## config.mk

```make
export PLATFORM = sky130hd
export DESIGN_NAME = imem_loader_flat
export DESIGN_NICKNAME = d
export VERILOG_FILES = /design/src/rtl/mips_pkg.sv /design/src/rtl/imem_loader_if.sv /design/src/rtl/imem_loader_pack.sv /design/src/rtl/imem_loader.sv /design/src/flat_wrapper.sv
export SDC_FILE = /design/constraint.sdc
export NUM_CORES = 1
export LEC_CHECK = 0
export CAP_MARGIN = 20
export CELL_PAD_IN_SITES_DETAIL_PLACEMENT = 1
export CELL_PAD_IN_SITES_GLOBAL_PLACEMENT = 2
export CORE_MARGIN = 2
export CORE_UTILIZATION = 24
export DETAILED_ROUTE_END_ITERATION = 16
export HOLD_SLACK_MARGIN = 0.02
export PLACE_DENSITY = 0.88
export SLEW_MARGIN = 20
export SYNTH_ARGS = -nofsm -noshare
export SYNTH_HDL_FRONTEND = slang
export SYNTH_SLANG_ARGS = --single-unit
export TNS_END_PERCENT = 20
```

## constraint.sdc

```tcl
create_clock -name clk -period 2.15 [get_ports clk]
set_input_delay 0.215 -clock clk [delete_from_list [all_inputs] [get_ports clk]]
set_output_delay 0.215 -clock clk [all_outputs]
set_load 0.005 [all_outputs]
```

## src/rtl/mips_pkg.sv

```systemverilog
// Shared MIPS opcode map, instruction-kind encoding and loader state
// encoding. The main decoder uses the same opcode constants, which keeps
// the loader's encoder and the decoder in step.
package mips_pkg;

  localparam logic [5:0] OP_RTYPE = 6'b000000;
  localparam logic [5:0] OP_LW    = 6'b100011;
  localparam logic [5:0] OP_SW    = 6'b101011;
  localparam logic [5:0] OP_BEQ   = 6'b000100;
  localparam logic [5:0] OP_ADDI  = 6'b001000;
  localparam logic [5:0] OP_J     = 6'b000010;
  localparam logic [5:0] OP_LI    = 6'b010001;
  localparam logic [5:0] OP_SB    = 6'b101000;
  localparam logic [5:0] OP_BLE   = 6'b011111;
  localparam logic [5:0] OP_STOP  = 6'b111111;

  // Word that halts the simulated core.
  localparam logic [31:0] STOP_WORD = {OP_STOP, 26'd0};

  typedef enum logic [3:0] {
    K_RTYPE = 4'd0,
    K_LW    = 4'd1,
    K_SW    = 4'd2,
    K_BEQ   = 4'd3,
    K_ADDI  = 4'd4,
    K_J     = 4'd5,
    K_LI    = 4'd6,
    K_SB    = 4'd7,
    K_BLE   = 4'd8
  } instr_kind_t;

  typedef enum logic [1:0] {
    LS_IDLE = 2'd0,
    LS_LOAD = 2'd1,
    LS_DONE = 2'd2
  } loader_state_t;

endpackage

```

## src/rtl/imem_loader_if.sv

```systemverilog
// Instruction-request channel: abstract instruction fields with a
// valid/ready handshake. The producer (bench or boot flow) is the master,
// the loader is the slave.
interface imem_loader_if;

  logic        in_valid;
  logic        in_ready;
  logic [3:0]  in_kind;
  logic [4:0]  in_rs;
  logic [4:0]  in_rt;
  logic [4:0]  in_rd;
  logic [5:0]  in_funct;
  logic [15:0] in_imm;
  logic [25:0] in_target;

  modport master (
    output in_valid, in_kind, in_rs, in_rt, in_rd, in_funct, in_imm, in_target,
    input  in_ready
  );

  modport slave (
    input  in_valid, in_kind, in_rs, in_rt, in_rd, in_funct, in_imm, in_target,
    output in_ready
  );

endinterface

```

## src/rtl/imem_loader_pack.sv

```systemverilog
// Combinational instruction encoder: maps an abstract instruction kind and
// its fields onto a 32-bit MIPS word. Kinds outside the opcode map report
// legal=0 and produce a zero word.
module instr_pack
  import mips_pkg::*;
(
  input  logic [3:0]  kind,
  input  logic [4:0]  rs,
  input  logic [4:0]  rt,
  input  logic [4:0]  rd,
  input  logic [5:0]  funct,
  input  logic [15:0] imm,
  input  logic [25:0] target,
  output logic        legal,
  output logic [31:0] word
);

  // Select the field layout and opcode for the requested kind.
  always_comb begin
    legal = 1'b1;
    word  = 32'd0;
    case (kind)
      K_RTYPE: word = {OP_RTYPE, rs, rt, rd, 5'd0, funct};
      K_LW:    word = {OP_LW,   rs, rt, imm};
      K_SW:    word = {OP_SW,   rs, rt, imm};
      K_BEQ:   word = {OP_BEQ,  rs, rt, imm};
      K_ADDI:  word = {OP_ADDI, rs, rt, imm};
      K_J:     word = {OP_J,    target};
      K_LI:    word = {OP_LI,   5'd0, rt, imm};
      K_SB:    word = {OP_SB,   rs, rt, imm};
      K_BLE:   word = {OP_BLE,  rs, rt, imm};
      default: begin
        legal = 1'b0;
        word  = 32'd0;
      end
    endcase
  end

endmodule

```

## src/rtl/imem_loader.sv

```systemverilog
// Program loader: accepts instruction requests, encodes them, and writes
// them to consecutive instruction-memory words, finishing with a STOP word.
// The last memory slot is always held back for STOP.
module imem_loader
  import mips_pkg::*;
#(
  parameter int DEPTH = 64,
  parameter int AW    = $clog2(DEPTH)
) (
  input  logic          clk,
  input  logic          reset,
  input  logic          start,
  input  logic          finish,
  imem_loader_if.slave  req,
  output logic          imem_we,
  output logic [AW-1:0] imem_addr,
  output logic [31:0]   imem_wd,
  output logic [AW:0]   count,
  output logic          done,
  output logic          err_illegal,
  output logic          err_full
);

  localparam logic [1:0]  S_IDLE    = LS_IDLE;
  localparam logic [1:0]  S_LOAD    = LS_LOAD;
  localparam logic [1:0]  S_DONE    = LS_DONE;
  localparam logic [AW:0] LAST_SLOT = (AW+1)'(DEPTH - 1);
  localparam logic [AW:0] ONE       = (AW+1)'(1);

  logic [1:0]    state_r;
  logic [AW:0]   count_r;
  logic          stop_pending_r;
  logic          we_r;
  logic [AW-1:0] addr_r;
  logic [31:0]   wd_r;
  logic          done_r;
  logic          err_illegal_r;
  logic          err_full_r;

  logic          legal_s;
  logic [31:0]   word_s;
  logic          load_s;
  logic          ready_s;
  logic          xfer_s;
  logic          do_data_s;
  logic          do_stop_s;
  logic          set_pend_s;
  logic          full_hit_s;

  instr_pack u_pack (
    .kind   (req.in_kind),
    .rs     (req.in_rs),
    .rt     (req.in_rt),
    .rd     (req.in_rd),
    .funct  (req.in_funct),
    .imm    (req.in_imm),
    .target (req.in_target),
    .legal  (legal_s),
    .word   (word_s)
  );

  // Handshake and write decisions, derived from registered state so that
  // in_ready never depends on in_valid.
  always_comb begin
    load_s     = 1'b0;
    ready_s    = 1'b0;
    xfer_s     = 1'b0;
    do_data_s  = 1'b0;
    do_stop_s  = 1'b0;
    set_pend_s = 1'b0;
    full_hit_s = 1'b0;
    case (state_r)
      S_LOAD: begin
        load_s     = 1'b1;
        ready_s    = (count_r < LAST_SLOT) && !stop_pending_r;
        xfer_s     = req.in_valid && ready_s;
        do_data_s  = xfer_s && legal_s;
        // A pending STOP goes out now; otherwise finish writes STOP unless
        // a data word claims this cycle, in which case STOP is deferred.
        do_stop_s  = stop_pending_r || (finish && !do_data_s);
        set_pend_s = finish && do_data_s;
        full_hit_s = req.in_valid && (count_r == LAST_SLOT);
      end
      default: begin
        load_s  = 1'b0;
        ready_s = 1'b0;
      end
    endcase
  end

  assign req.in_ready = ready_s;

  // FSM, address counter, write port registers and sticky error flags.
  // start outranks any same-cycle transfer or finish.
  always_ff @(posedge clk) begin
    if (!reset) begin
      state_r        <= S_IDLE;
      count_r        <= '0;
      stop_pending_r <= 1'b0;
      we_r           <= 1'b0;
      addr_r         <= '0;
      wd_r           <= 32'd0;
      done_r         <= 1'b0;
      err_illegal_r  <= 1'b0;
      err_full_r     <= 1'b0;
    end else if (start) begin
      state_r        <= S_LOAD;
      count_r        <= '0;
      stop_pending_r <= 1'b0;
      we_r           <= 1'b0;
      done_r         <= 1'b0;
      err_illegal_r  <= 1'b0;
      err_full_r     <= 1'b0;
    end else begin
      we_r <= 1'b0;
      if (load_s) begin
        if (do_data_s) begin
          we_r    <= 1'b1;
          addr_r  <= count_r[AW-1:0];
          wd_r    <= word_s;
          count_r <= count_r + ONE;
        end else if (do_stop_s) begin
          we_r           <= 1'b1;
          addr_r         <= count_r[AW-1:0];
          wd_r           <= STOP_WORD;
          count_r        <= count_r + ONE;
          stop_pending_r <= 1'b0;
          done_r         <= 1'b1;
          state_r        <= S_DONE;
        end
        if (set_pend_s) begin
          stop_pending_r <= 1'b1;
        end
        if (xfer_s && !legal_s) begin
          err_illegal_r <= 1'b1;
        end
        if (full_hit_s) begin
          err_full_r <= 1'b1;
        end
      end
    end
  end

  assign imem_we     = we_r;
  assign imem_addr   = addr_r;
  assign imem_wd     = wd_r;
  assign count       = count_r;
  assign done        = done_r;
  assign err_illegal = err_illegal_r;
  assign err_full    = err_full_r;

endmodule

```

## src/flat_wrapper.sv

```systemverilog
// flat-port wrapper written by rule: the top's interface ports become plain ports
module imem_loader_flat import mips_pkg::*;
#(
  parameter int DEPTH = 64,
  parameter int AW    = $clog2(DEPTH)
)
  (clk, reset, start, finish, imem_we, imem_addr, imem_wd, count, done, err_illegal, err_full, req_in_valid, req_in_kind, req_in_rs, req_in_rt, req_in_rd, req_in_funct, req_in_imm, req_in_target, req_in_ready);
  imem_loader_if req_i ();
  input  logic clk;
  input  logic reset;
  input  logic start;
  input  logic finish;
  output logic imem_we;
  output logic [AW-1:0] imem_addr;
  output logic [31:0] imem_wd;
  output logic [AW:0] count;
  output logic done;
  output logic err_illegal;
  output logic err_full;
  input wire logic [$bits(req_i.in_valid)-1:0] req_in_valid;
  input wire logic [$bits(req_i.in_kind)-1:0] req_in_kind;
  input wire logic [$bits(req_i.in_rs)-1:0] req_in_rs;
  input wire logic [$bits(req_i.in_rt)-1:0] req_in_rt;
  input wire logic [$bits(req_i.in_rd)-1:0] req_in_rd;
  input wire logic [$bits(req_i.in_funct)-1:0] req_in_funct;
  input wire logic [$bits(req_i.in_imm)-1:0] req_in_imm;
  input wire logic [$bits(req_i.in_target)-1:0] req_in_target;
  output wire logic [$bits(req_i.in_ready)-1:0] req_in_ready;
  assign req_i.in_valid = req_in_valid;
  assign req_i.in_kind = req_in_kind;
  assign req_i.in_rs = req_in_rs;
  assign req_i.in_rt = req_in_rt;
  assign req_i.in_rd = req_in_rd;
  assign req_i.in_funct = req_in_funct;
  assign req_i.in_imm = req_in_imm;
  assign req_i.in_target = req_in_target;
  assign req_in_ready = req_i.in_ready;
  imem_loader #(.DEPTH(DEPTH), .AW(AW)) u_core (.clk(clk), .reset(reset), .start(start), .finish(finish), .req(req_i), .imem_we(imem_we), .imem_addr(imem_addr), .imem_wd(imem_wd), .count(count), .done(done), .err_illegal(err_illegal), .err_full(err_full));
endmodule
```

==> out/metrics.yaml <==
critPathLaunch: "req_in_kind[2]"
max_freq_mhz: 497.3
hold-worst-slack_ns: 0.4621
yosysWarnings: 0
p_per_area_nw_per_um2: 489.3
synthArstFlopShare_pct: 0
first_pass_iters: 5
drive_gt1_share_pct: 17.35
p_int_mw: 1.537
p_sw_mw: 0.5173
hp-start: "u_core.imem_wd[28]"
synth.mux.area_fraction_pct: 0
drt-vias-per-instance: 4.955
core_area_sq_um: 10750
yosysMostFrequentCell: "dfxtp_1"
reg2reg_from: "u_core.count[2]"
ys_ff_latch: 51
cp-end-kind: "register"
grt_pass1_vias: 2671
port_buffers: 121
dieWidth_um: 108.4
netlist_top_cells_area: "dfxtp_1 39%, o2bb2ai_2 11%, a22oi_1 4.3%, a222oi_1 4.2%, nor2_1 3.3%"
finalSetupTns_ns: 0
hold_depth: 2
die_y_um: 108.4
cts_buffers: 5
wl_um: 8972
tightest_slew_ns: 0.8887
hold_viol: 0
critPathKind: "in -> reg"
fp-row-count: 38
synth_cells: 259
ctsHoldBuffers: 0
synthTopCellsByCount: "51 x dfxtp_1, 23 x nor2_1, 19 x o2bb2ai_2"
nFillCells: 1249
rsz0062_at_grt: "no"
worstPathRequired_ns: 2.35
synth_largest_area_cell: "dfxtp_1"
clk_path_buf_depth: 2
fp.dieArea_sq_um: 11750
power_frac_comb_pct: 20.5
worstSetupStartpointType: "primary input"
slew_viol_final: 0
max_slew_margin_pct: 40.49
dp_hpwl_um: 6857
stdcell_area_sq_um: 4198
synth_adder_area_share_pct: 0.4785
drt_iter0_markers: 137
clock_sinks: 51
gp_congestion: 0.7660
clkPwrFrac_pct: 32.0
cap_violations: 0
num_vias: 2636
htree_levels: 2
diodes: 0
vdd_drop_max_uv: 260.5
synth_xor_xnor_area_share_pct: 2.010
wire_per_inst_um: 16.86
min_period_ns: 2.011
fin_skew_ns: 0.009635
seqPwrFrac_pct: 47.5
boundaryPins: 122
syn_area_sq_um: 2615
synth_edf_count: 0
synth_compound_area_share_pct: 36.94
grt_max_degree: 27
yosysSeqAreaShare_pct: 39.04
grt_first_pass_wirelength_um: 13670
synth_top_family_by_area: "compound AO/OA/AOI/OAI gates"
yosys.area_share.simple_pct: 15.60
arrival_ns: 2.21
status: "finished clean"
route.detailed.drc: 0
root_buffer: "clkbuf_8"
period_share_pct: 93.53
worstRegToRegCells: 5
path_clk_slew_ns: 0.08
insertion_delay_ns: 0.31
dpl_cell_area_sq_um: 4068
worstPathMaxFanout: 10
cts_tree: "yes"
nNetsFinal: 465
synthFlopType: "dfxtp_1"
track_usage_pct: 14.72
switching_share_pct: 25.18
synth_fp_nets: 332
p_leak_nw: 1.479
syn_avg_cell_area_sq_um: 10.10
drtAntennaViolNets: 0
area_growth_pct: 60.53
post_cts_buffers: 0
setup_violations: 0
start_util_pct: 24.34
grt-ovfl-total: 0
ys_types: 50
synth_top_area_share_pct: 39.04
min_path_type: "reg -> reg"
antenna_found_initial: 0
## worst max-delay path, cell delays in order
cell and delay, ns:
clkdlybuf4s50_1 0.52, o31ai_4 0.37, o2111ai_2 0.21, a21oi_2 0.36
buf_4 0.24, o2111ai_1 0.15, o211a_1 0.15
## per-stage QoR
step | worst slack [ns] | instances | power, mW | utilization [%]
floorplan | 0.4758 | 259 | 1.178 | -
global placement | -0.1039 | 524 | 1.410 | 37.86
detailed placement | -0.1868 | 524 | 1.418 | 37.86
CTS | 0.02737 | 531 | 2.088 | 38.86
global route | 0.001425 | 532 | 2.157 | 39.07
finish | 0.1390 | 532 | 2.054 | 39.07
## sequential cells by signal (all words and copies together), names as in the netlist
signal                 cells
u_core.imem_we             1
u_core.err_full            1
u_core.err_illegal         1
u_core.state_r             2
u_core.imem_wd            32
u_core.count               7
u_core.imem_addr           6
u_core.stop_pending_r      1
## worst paths after layout
| check | to | slack (ns) |
|---|---|---|
| hold reg to reg | u_core.imem_wd[28] | 0.46 |
| setup / recovery | u_core.imem_wd[30] | 0.14 |
| hold / removal | u_core.imem_wd[28] | 0.46 |
| setup reg to reg | u_core.imem_wd[18] | 0.15 |
## repair_timing
| item | CTS | global route |
|---|---|---|
| pin swaps | 0 | 1 |
| setup endpoints to repair | 2 | 17 |
| gates resized for setup | 2 | 2 |
| cloned | 0 | 1 |
## per-layer routing
metal,vias up,GRT usage [%],part of all wire [%]
met3,7,3.858,7.2
li1,1277,-,-
met2,94,25.70,48
met4,0,4.121,1.1
met1,1258,17.83,44
met5,-,0,0
## final cells by class
type	count	area [sq um]	area share (%)
Clock buffer	6	72.57	1.729
Tap cell	140	175.2	4.173
Timing Repair Buffer	145	1404	33.44
Inverter	4	15.01	0.3577
Sequential cell	51	1022	24.35
Clock inverter	1	30.03	0.7153
Multi-Input combinational cell	185	1479	35.23
## cells in the final DEF (no fill, tap or decap), types with 3 or more instances in the layout
master	instances
nand3_1	8
nand2b_1	3
a31oi_1	3
nand2_1	15
nor2_1	23
o2bb2ai_1	6
a222oi_1	11
o21ai_1	11
o211a_1	3
o21ai_0	6
xor2_1	5
dfxtp_1	50
o2bb2ai_2	19
clkdlybuf4s50_1	121
buf_4	23
a22oi_1	15
inv_2	3
nor3_1	3
a211oi_1	9
nor3b_1	5
clkbuf_8	5
a21oi_1	5
## kinds of logic after synthesis
logic type                 after synthesis
DFF                                     51
adders and majority gates                1
buffers and inverters                   24
AOI/OAI and AO/OA                      103
xor gates and xnor gates                 6
and+or+nand+nor                         74
## power groups by stage
stage | Clock [mW] | Combinational, mW | Sequential, mW
after detailed placement | 0 | 0.420 | 0.998
after floorplan | 0 | 0.181 | 0.997
after global placement | 0 | 0.412 | 0.998
final | 0.657 | 0.421 | 0.976
after global routing | 0.721 | 0.457 | 0.979
after CTS | 0.689 | 0.422 | 0.977
Note: power is estimated with default switching activity, not from simulation.
